[src/rtl/uart_tx_sequencer_pkg.sv]
// Shared definitions for the UART transmit sequencer: FSM encoding, status word
// layout and the default decode addresses.
package uart_tx_sequencer_pkg;

  localparam logic [1:0] ST_IDLE      = 2'd0;
  localparam logic [1:0] ST_ISSUE     = 2'd1;
  localparam logic [1:0] ST_WAIT_ACK  = 2'd2;
  localparam logic [1:0] ST_WAIT_DONE = 2'd3;

  localparam int STAT_EMPTY     = 0;
  localparam int STAT_FULL      = 1;
  localparam int STAT_BUSY      = 2;
  localparam int STAT_OVF       = 3;
  localparam int STAT_COUNT_LSB = 4;
  localparam int STAT_COUNT_W   = 8;

  localparam logic [31:0] DEF_TX_ADDR   = 32'h0000_0100;
  localparam logic [31:0] DEF_STAT_ADDR = 32'h0000_0104;

  function automatic logic [31:0] pack_status(input logic empty, input logic full,
                                              input logic busy, input logic ovf,
                                              input logic [STAT_COUNT_W-1:0] count);
    logic [31:0] w;
    w = '0;
    w[STAT_EMPTY] = empty;
    w[STAT_FULL]  = full;
    w[STAT_BUSY]  = busy;
    w[STAT_OVF]   = ovf;
    w[STAT_COUNT_LSB +: STAT_COUNT_W] = count;
    return w;
  endfunction

endpackage

[src/rtl/sync_fifo_8.sv]
// Byte-wide synchronous FIFO; DEPTH must be a power of two so the pointers wrap
// naturally. Push on full and pop on empty are ignored.
module sync_fifo_8 #(
  parameter int DEPTH = 16
) (
  input  logic                     clk,
  input  logic                     areset,
  input  logic                     push,
  input  logic                     pop,
  input  logic [7:0]               data,
  output logic [7:0]               head,
  output logic                     full,
  output logic                     empty,
  output logic [$clog2(DEPTH):0]   count
);

  localparam int AW = $clog2(DEPTH);
  localparam int CW = AW + 1;

  logic [7:0]    mem [DEPTH];
  logic [AW-1:0] wr_ptr;
  logic [AW-1:0] rd_ptr;
  logic          do_push;
  logic          do_pop;

  assign full    = (count == CW'(DEPTH));
  assign empty   = (count == '0);
  assign do_push = push && !full;
  assign do_pop  = pop && !empty;
  assign head    = mem[rd_ptr];

  // NOTE: the storage array has no reset; only pointers and count define validity.
  always_ff @(posedge clk) begin
    if (do_push) mem[wr_ptr] <= data;
  end

  // NOTE: non-blocking assignments keep every register sampling pre-edge values.
  always_ff @(posedge clk) begin
    if (!areset) begin
      wr_ptr <= '0;
      rd_ptr <= '0;
      count  <= '0;
    end else begin
      if (do_push) wr_ptr <= wr_ptr + 1'b1;
      if (do_pop)  rd_ptr <= rd_ptr + 1'b1;
      case ({do_push, do_pop})
        2'b10:   count <= count + 1'b1;
        2'b01:   count <= count - 1'b1;
        default: ;
      endcase
    end
  end

endmodule

[src/rtl/uart_tx_sequencer.sv]
// Memory-mapped bridge from CPU stores to the UART: queues bytes written to
// TX_ADDR and hands them out one at a time with a start/ready handshake.
module uart_tx_sequencer
  import uart_tx_sequencer_pkg::*;
#(
  parameter int          DEPTH       = 16,
  parameter logic [31:0] TX_ADDR     = DEF_TX_ADDR,
  parameter logic [31:0] STAT_ADDR   = DEF_STAT_ADDR,
  parameter int          ACK_TIMEOUT = 255
) (
  input  logic        clk,
  input  logic        areset,
  input  logic        we,
  input  logic [31:0] addr,
  input  logic [31:0] wdata,
  output logic [31:0] rdata,
  output logic        hit,
  input  logic        tx_ready,
  output logic        tx_start,
  output logic [7:0]  tx_data
);

  localparam int CW = $clog2(DEPTH) + 1;
  localparam int TW = (ACK_TIMEOUT > 1) ? $clog2(ACK_TIMEOUT) : 1;

  logic [1:0]    state;
  logic [TW-1:0] timer;
  logic          overflow;
  logic          tx_store;
  logic          ovf_clear;
  logic          pop;
  logic [7:0]    fifo_head;
  logic          fifo_full;
  logic          fifo_empty;
  logic [CW-1:0] fifo_count;
  logic          unused_wdata;

  assign tx_store     = we && (addr == TX_ADDR);
  assign ovf_clear    = we && (addr == STAT_ADDR) && wdata[3];
  assign pop          = (state == ST_WAIT_ACK) && !tx_ready;
  assign unused_wdata = ^wdata[31:8];

  assign hit   = (addr == STAT_ADDR);
  assign rdata = hit ? pack_status(fifo_empty, fifo_full, state != ST_IDLE, overflow,
                                   STAT_COUNT_W'(fifo_count))
                     : '0;

  // The FIFO sees the pre-edge full flag, so a push onto a full queue is dropped
  // even when the same edge pops.
  sync_fifo_8 #(.DEPTH(DEPTH)) u_fifo (
    .clk    (clk),
    .areset (areset),
    .push   (tx_store),
    .pop    (pop),
    .data   (wdata[7:0]),
    .head   (fifo_head),
    .full   (fifo_full),
    .empty  (fifo_empty),
    .count  (fifo_count)
  );

  always_ff @(posedge clk) begin
    if (!areset) begin
      state    <= ST_IDLE;
      timer    <= '0;
      tx_start <= 1'b0;
      tx_data  <= '0;
      overflow <= 1'b0;
    end else begin
      tx_start <= 1'b0;
      case (state)
        ST_IDLE: begin
          if (!fifo_empty && tx_ready) begin
            tx_data  <= fifo_head;
            tx_start <= 1'b1;
            state    <= ST_ISSUE;
          end
        end
        ST_ISSUE: begin
          timer <= '0;
          state <= ST_WAIT_ACK;
        end
        ST_WAIT_ACK: begin
          // Ready dropping is the UART's acceptance; staying ready too long re-issues.
          if (!tx_ready) begin
            state <= ST_WAIT_DONE;
          end else if (timer == TW'(ACK_TIMEOUT - 1)) begin
            tx_start <= 1'b1;
            state    <= ST_ISSUE;
          end else begin
            timer <= timer + 1'b1;
          end
        end
        ST_WAIT_DONE: begin
          if (tx_ready) state <= ST_IDLE;
        end
        default: state <= ST_IDLE;
      endcase

      if (tx_store && fifo_full) overflow <= 1'b1;
      else if (ovf_clear)        overflow <= 1'b0;
    end
  end

endmodule

[config.mk]
export PLATFORM = sky130hd
export DESIGN_NAME = uart_tx_sequencer
export DESIGN_NICKNAME = d
export VERILOG_FILES = /design/src/rtl/uart_tx_sequencer_pkg.sv /design/src/rtl/sync_fifo_8.sv /design/src/rtl/uart_tx_sequencer.sv
export SDC_FILE = /design/constraint.sdc
export NUM_CORES = 1
export LEC_CHECK = 0
export ABC_CLOCK_PERIOD_IN_PS = 3950
export BUFFER_PORTS_ARGS = -buffer_cell sky130_fd_sc_hd__buf_4
export CAP_MARGIN = 0
export CORE_ASPECT_RATIO = 0.5
export CORE_MARGIN = 2
export CORE_UTILIZATION = 40
export CTS_CLUSTER_SIZE = 14
export DETAILED_ROUTE_END_ITERATION = 10
export MAX_ROUTING_LAYER = met4
export SLEW_MARGIN = 20
export SYNTH_ARGS = -nofsm -noshare
export SYNTH_HDL_FRONTEND = slang
export SYNTH_SLANG_ARGS = --single-unit
[constraint.sdc]
create_clock -name clk -period 3.95 [get_ports clk]
set_input_delay 0.395 -clock clk [delete_from_list [all_inputs] [get_ports clk]]
set_output_delay 0.395 -clock clk [all_outputs]
set_load 0.01 [all_outputs]
==> impl_metrics.env, run 1 <==
export IMPL_clock_latency_ns=0.42
export IMPL_die_ar_mm2=0.0189
export IMPL_maxCapViolations=0
export IMPL_place_detailed_hpwl_um=9730
export IMPL_mean_post_synth_cell_area_um2=13.7
export IMPL_min_from="wdata[1]"
export IMPL_cts_setup_buffers=0
export IMPL_critical_path_startpoint_type="flop"
export IMPL_worstSetupEndpointType="flop"
export IMPL_track_usage_pct=17.1
export IMPL_place_port_buffers=62
export IMPL_die_height_um=98.3
export IMPL_wirelength_um=14700
export IMPL_postSynthRegisterBits=161
export IMPL_drt_pass1_iter_count=4
export IMPL_run_status="finished, final reports clean"
export IMPL_synth_async_reset_ratio_pct=0
export IMPL_cts_hold_buffers_added=0
export IMPL_globalplace_congestion=0.827
export IMPL_min_period_ns=3.24
export IMPL_insertedDiodeCount=0
export IMPL_remaining_drc_errors=0
export IMPL_r2r_start="u_fifo.count[2]"
export IMPL_setup_tns_ns=0
export IMPL_final_hold_violation_count=0
export IMPL_floorplan_die_width_um=193
export IMPL_critical_path_cell_chain="or4_1, o21ai_0, inv_1, ha_1, xor2_1, ha_1, a21oi_1, xor2_1, or3_1, a21oi_1"
export IMPL_hold_path_class="input port to flop"
export IMPL_synth_top_area_share_pct=54.1
export IMPL_core_region_area_mm2=0.0174
export IMPL_maximum_number_of_pins_on_one_net_before_global_route_repair=29
export IMPL_cts_htree_levels=4
export IMPL_slew_headroom_pct=36.7
export IMPL_post_synth_num_cell_types=54
export IMPL_grt_pass1_wl_um=23000
export IMPL_worst_setup_path_type="flop to flop"
export IMPL_complex_gate_fraction_of_the_synthesized_area_pct=8.61
export IMPL_globalRouteOverflowTotal=0
export IMPL_final_cell_count_no_fill=824
export IMPL_vdd_ir_drop_worst_mv=0.252
export IMPL_fmax_ghz=0.308
export IMPL_cts_sinks=161
export IMPL_synth_area_mm2=0.00711
export IMPL_worst_slew_pin_slew_ns=0.945
export IMPL_placement_rows=34
export IMPL_finalCritPeriodShare_pct=82.1
export IMPL_synth_xor_area_share_pct=0.739
export IMPL_post_synth_main_area_contributors="sky130_fd_sc_hd__edfxtp_1, sky130_fd_sc_hd__dfxtp_1, sky130_fd_sc_hd__mux4_2"
export IMPL_postLayoutCoreUtil_pct=47.7
export IMPL_synth_sequential_area_ratio_pct=63.4
export IMPL_synth_warnings=0
export IMPL_number_of_vias_after_detailed_routing=4272
export IMPL_io_pin_count=110
export IMPL_tritoncts="built"
export IMPL_power_leakage_nw=2.89
export IMPL_drt_iter0_drc=221
export IMPL_required_ns=4.29
export IMPL_vias_per_cell=5.18
export IMPL_placed_cells_incl_taps=793
export IMPL_synth_adder_area_share_pct=1.76
export IMPL_cts_root_buffer_cell="sky130_fd_sc_hd__clkbuf_16"
export IMPL_synth_area_mux_share_pct=8.99
export IMPL_timing_critical_path_slowest_stage_cell="sky130_fd_sc_hd__or4_1"
export IMPL_number_of_synthesized_flops_with_an_enable_pin=128
export IMPL_p_per_area_mw_per_mm2=423
export IMPL_layout_area_overhead_vs_synth_pct=16.6
export IMPL_timing_critical_path_arrival_ns=3.59
export IMPL_start_util_pct=40.9
export IMPL_post_cts_resized_instances=0
export IMPL_cts_clk_slew_worst_paths_ns=0.07
export IMPL_yosys_area_share_simple_pct=11.9
export IMPL_synth_cells=518
export IMPL_detail_route_wl_per_cell_um=17.9
export IMPL_synth_ff_type="sky130_fd_sc_hd__edfxtp_1"
export IMPL_netlist_top_cell_by_area="sky130_fd_sc_hd__edfxtp_1"
export IMPL_via_count_of_the_first_global_routing_pass=4161
export IMPL_drt_antenna_violating_nets=0
export IMPL_final_nets=656
export IMPL_cp_startpoint="u_fifo.count[2]"
export IMPL_timing_critical_path_fanout_max=11
export IMPL_antenna_violations_before_repair=0
export IMPL_drv_slew=0
export IMPL_finalSetupViolCount=0
export IMPL_cts_buffer_depth=2
export IMPL_tritoncts_buffer_count=17
export IMPL_worst_clock_skew_ns=0.0147
export IMPL_grt_setup_unrepaired="false"
export IMPL_main_combinational_cell_family_by_area_after_synthesis="simple AND/OR/NAND/NOR gates"
export IMPL_slowest_delay_ns=0.69
export IMPL_final_layout_size_suffix_gt1_share_pct=20.7
-- cell usage after synthesis, types with 10 or more instances --
library cell                  n
sky130_fd_sc_hd__nand2b_1    10
sky130_fd_sc_hd__nand2_1     22
sky130_fd_sc_hd__a2111oi_0   15
sky130_fd_sc_hd__clkbuf_1    18
sky130_fd_sc_hd__inv_1       12
sky130_fd_sc_hd__edfxtp_1   128
sky130_fd_sc_hd__nor2b_1     22
sky130_fd_sc_hd__mux2i_1     29
sky130_fd_sc_hd__nor2_1      25
sky130_fd_sc_hd__ha_1        10
sky130_fd_sc_hd__a211oi_1    16
sky130_fd_sc_hd__a21oi_1     11
sky130_fd_sc_hd__and3_1      17
sky130_fd_sc_hd__dfxtp_1     33
sky130_fd_sc_hd__buf_4       23
sky130_fd_sc_hd__nor4_1      11
sky130_fd_sc_hd__mux4_2      14
-- per-stage QoR --
stage	setup slack (ns)	total power, mW	hold WS (ns)	area, um2
floorplan	0.681	1.90	0.442	7190
global placement	0.624	1.94	0.456	7720
detailed placement	0.579	1.94	0.463	7720
CTS	0.676	3.53	0.271	8290
global route	0.429	3.62	0.279	8290
finish	0.706	3.50	0.279	8290
-- final cells by class --
| type | count | area [um2] |
|---|---|---|
| timing repair buffer | 68 | 510 |
| multi-input combinational | 317 | 2360 |
| tap | 234 | 293 |
| fill | 1512 | 9110 |
| clock buffer | 17 | 425 |
| sequential | 161 | 4510 |
| inverter | 13 | 48.8 |
| clock inverter | 14 | 148 |
-- worst max-delay path: cells and delay by family, from the launching register on --
family	cells	cell delay, ns
AO/OA/AOI/OAI	3	0.81
XOR/XNOR	2	0.29
adder cells (fa/ha/maj)	2	0.54
buffers and inverters	1	0.12
flip-flops	1	0.40
AND/OR/NAND/NOR	2	1.00
-- metal layers --
metal | share of wire (%) | track usage [%]
met1 | 49 | 23.4
met2 | 45 | 25.3
met3 | 5.2 | 4.53
met4 | 0.62 | 4.58
met5 | 0 | -
-- sequential cells by signal, indices dropped and copies added, names as in the netlist --
signal	cells
tx_start	1
u_fifo.count	5
u_fifo.mem	128
u_fifo.wr_ptr	4
state	2
timer	8
u_fifo.rd_ptr	4
tx_data	8
overflow	1
-- path summary, 6_finish.rpt --
path	end	slack (ns)	cells past startpoint
max reg2reg	u_fifo.count[2]	0.71	10
min	u_fifo.mem[1][1]	0.28	1
min reg2reg	timer[5]	0.47	2
max	u_fifo.count[2]	0.71	10
-- cells in the final DEF, fill, tap and decap left out, drive strengths merged, types with 6 or more instances in the layout --
| master | Yosys | layout |
|---|---|---|
| edfxtp | 128 | 128 |
| buf | 31 | 68 |
| dfxtp | 33 | 33 |
| mux2i | 29 | 29 |
| nor2 | 25 | 25 |
| conb | 1 | 23 |
| nor2b | 22 | 22 |
| nand2 | 22 | 22 |
| inv | 12 | 19 |
| and3 | 17 | 17 |
| clkbuf | 18 | 17 |
| a211oi | 16 | 16 |
| a2111oi | 15 | 15 |
| mux4 | 14 | 14 |
| nor4 | 11 | 11 |
| a21oi | 11 | 11 |
| nand2b | 10 | 10 |
| ha | 10 | 10 |
| and2 | 9 | 9 |
| nand3 | 9 | 9 |
| o21ai | 8 | 8 |
| a211o | 7 | 7 |
| clkinv | 1 | 6 |
-- logic make-up after synthesis --
logic type	after synthesis
AOI/OAI and AO/OA	82
xor gates and xnor gates	6
adders and majority gates	10
buffers and inverters	62
DFF	161
muxes	46
other	1
and+or+nand+nor	150
-- report_power, final --
| group | total [mW] | switching [mW] | internal, mW |
|---|---|---|---|
| clock network | 1.60 | 0.714 | 0.886 |
| logic | 0.0798 | 0.0482 | 0.0315 |
| registers | 1.82 | 0.000000000873 | 1.82 |
| total | 3.50 | 0.762 | 2.74 |
Power figures use the tool's default switching activity.
==> run 2: changes to the inputs <==
--- a/config.mk
+++ b/config.mk
@@ -5,7 +5,7 @@
 export SDC_FILE = /design/constraint.sdc
 export NUM_CORES = 1
 export LEC_CHECK = 0
-export ABC_CLOCK_PERIOD_IN_PS = 3950
+export ABC_CLOCK_PERIOD_IN_PS = 2600
 export BUFFER_PORTS_ARGS = -buffer_cell sky130_fd_sc_hd__buf_4
 export CAP_MARGIN = 0
 export CORE_ASPECT_RATIO = 0.5
==> constraint.sdc (replaced) <==
create_clock -name clk -period 2.6 [get_ports clk]
set_input_delay 0.26 -clock clk [delete_from_list [all_inputs] [get_ports clk]]
set_output_delay 0.26 -clock clk [all_outputs]
set_load 0.01 [all_outputs]
==> run 2 against run 1 <==
The flow now finishes with violations (negative setup slack). Utilization rose by 2.5 points. Worst setup slack worse by 0.76 ns. Clock skew rose by 0.0014 ns. Die area unchanged. Register-to-register slack lost 0.76 ns. Via count rose by 7.6%. Fmax increased by 22%. Non-clock buffer count grew 45. Combinational power grew 54%. Sequential power rose by 52%. Largest cell class unchanged.
==> impl_metrics.env, run 2 (synthesis gave the netlist of run 1 again) <==
export IMPL_run_status="finished with violations"
export IMPL_failed_checks="negative setup slack"
export IMPL_hold_ws_ns=0.143
export IMPL_globalRouteOverflowTotal=0
export IMPL_worst_slew_pin_slew_ns=0.572
export IMPL_layout_area_overhead_vs_synth_pct=22.7
export IMPL_clock_latency_ns=0.42
export IMPL_grt_pass1_wl_um=24900
export IMPL_fmax_ghz=0.377
export IMPL_track_usage_pct=18.5
export IMPL_via_count_of_the_first_global_routing_pass=4518
export IMPL_hold_path_class="input port to flop"
export IMPL_max_reg_flops=128
export IMPL_final_common_cell="sky130_fd_sc_hd__edfxtp_1"
export IMPL_final_layout_size_suffix_gt1_share_pct=28.6
export IMPL_worst_clock_skew_ns=0.0161
export IMPL_cts_clk_slew_worst_paths_ns=0.07
export IMPL_dp_slack_ns=-0.152
export IMPL_min_period_ns=2.66
export IMPL_worst_setup_path_type="flop to flop"
export IMPL_finalCritPeriodShare_pct=102
export IMPL_cts_root_buffer_cell="sky130_fd_sc_hd__clkbuf_16"
export IMPL_insertedDiodeCount=0
export IMPL_drv_slew=0
export IMPL_vias_per_cell=5.29
export IMPL_finalSetupViolCount=2
export IMPL_drt_iter0_drc=236
export IMPL_timing_critical_path_fanout_max=4
export IMPL_antenna_violations_before_repair=0
export IMPL_mostFrequentLayoutCells="sky130_fd_sc_hd__edfxtp_1, sky130_fd_sc_hd__buf_4, sky130_fd_sc_hd__dfxtp_1"
export IMPL_setup_tns_ns=-0.0650
export IMPL_floorplan_die_width_um=193
export IMPL_worstSetupEndpointType="flop"
export IMPL_final_nets=701
export IMPL_core_region_area_mm2=0.0174
export IMPL_tritoncts_buffer_count=17
export IMPL_maximum_number_of_pins_on_one_net_before_global_route_repair=27
export IMPL_power_total_mw=5.29
export IMPL_place_detailed_hpwl_um=10500
export IMPL_place_port_buffers=62
export IMPL_top_regs="u_fifo.mem x128, timer x8, tx_data x8"
export IMPL_drt_antenna_violating_nets=0
export IMPL_critical_path_startpoint_type="flop"
export IMPL_maxCapViolations=0
export IMPL_final_hold_violation_count=0
export IMPL_p_per_area_mw_per_mm2=606
export IMPL_placement_rows=34
export IMPL_detail_route_wl_per_cell_um=18.3
export IMPL_required_ns=2.95
export IMPL_tritoncts="built"
export IMPL_drt_pass1_iter_count=4
export IMPL_number_of_vias_after_detailed_routing=4598
export IMPL_cts_sinks=161
export IMPL_io_pin_count=110
export IMPL_wirelength_um=16000
export IMPL_finalWorstSetupSlack_ns=-0.0553
export IMPL_postLayoutCoreUtil_pct=50.1
export IMPL_globalplace_congestion=0.768
export IMPL_slew_headroom_pct=61.6
export IMPL_regMostFlops="u_fifo.mem"
export IMPL_grt_setup_unrepaired="true"
export IMPL_die_ar_mm2=0.0189
export IMPL_remaining_drc_errors=0
export IMPL_power_leakage_nw=3.12
export IMPL_die_height_um=98.3
export IMPL_start_util_pct=40.9
export IMPL_cts_buffer_depth=2
export IMPL_cts_htree_levels=4
export IMPL_timing_critical_path_arrival_ns=3.01
export IMPL_vdd_ir_drop_worst_mv=0.349
-- run 2: cell types whose count changed in the layout (fill, tap and decap cells not counted), moves of 3 or more --
cell,delta
sky130_fd_sc_hd__inv_6,-5
sky130_fd_sc_hd__inv_8,+4
sky130_fd_sc_hd__clkinvlp_4,+4
sky130_fd_sc_hd__nor4_2,+3
sky130_fd_sc_hd__buf_4,+43
sky130_fd_sc_hd__nor4_1,-3
-- run 2: timing repair --
item | 4_1_cts | 5_1_grt
gates cloned | 0 | 0
resized for setup | 0 | 3
hold buffers | 0 | 0
buffers inserted | 0 | 2
setup endpoints to repair | 1 | 2
pin swaps | 0 | 6
-- run 2: critical path: stages, from the launching register on --
cell	delay [ns]
sky130_fd_sc_hd__dfxtp_4	0.34
sky130_fd_sc_hd__or4_4	0.56
sky130_fd_sc_hd__or2_4	0.25
sky130_fd_sc_hd__nor4b_4	0.14
sky130_fd_sc_hd__inv_2	0.08
sky130_fd_sc_hd__ha_4	0.14
sky130_fd_sc_hd__xor2_2	0.13
sky130_fd_sc_hd__ha_2	0.19
sky130_fd_sc_hd__a21oi_2	0.05
sky130_fd_sc_hd__or3_1	0.31
sky130_fd_sc_hd__a31oi_1	0.21
sky130_fd_sc_hd__mux2i_1	0.20
-- run 2: power by group --
group          internal (mW)   switching, mW
logic                 0.0488          0.0743
clock network           1.27            1.12
registers               2.77  0.000000000834
total                   4.09            1.20
-- run 2: path summary, 6_finish.rpt --
check / depth (start not counted) / slack, ns / endpoint / startpoint
worst max-delay path: 11 / -0.06 / u_fifo.count[4] / u_fifo.count[1]
worst min-delay path: 1 / 0.14 / u_fifo.mem[6][2] / wdata[2]
worst max register to register: 11 / -0.06 / u_fifo.count[4] / u_fifo.count[1]
worst min register to register: 2 / 0.48 / overflow / overflow
-- run 2: cell type report --
| type | instances | area [um2] |
|---|---|---|
| fill | 1532 | 8670 |
| sequential | 161 | 4510 |
| multi-input combinational | 317 | 2430 |
| timing repair buffer | 113 | 873 |
| clock buffer | 17 | 425 |
| tap | 234 | 293 |
| clock inverter | 15 | 149 |
| inverter | 13 | 48.8 |
-- run 2: metal layers --
metal / vias to the layer above / GRT usage [%] / routed length, um
met3: 13 / 4.71 / 855
met4: 0 / 5.28 / 184
met1: 2278 / 25.1 / 7510
met5: - / - / 0
met2: 141 / 27.4 / 7410
li1: 2166 / - / -
-- run 2: through the flow --
stage                     instances  cell area, um2
after floorplan                 540            7280
after global placement          836            8120
after detailed placement        836            8120
after CTS                       868            8700
after global routing            870            8720
final                           870            8720
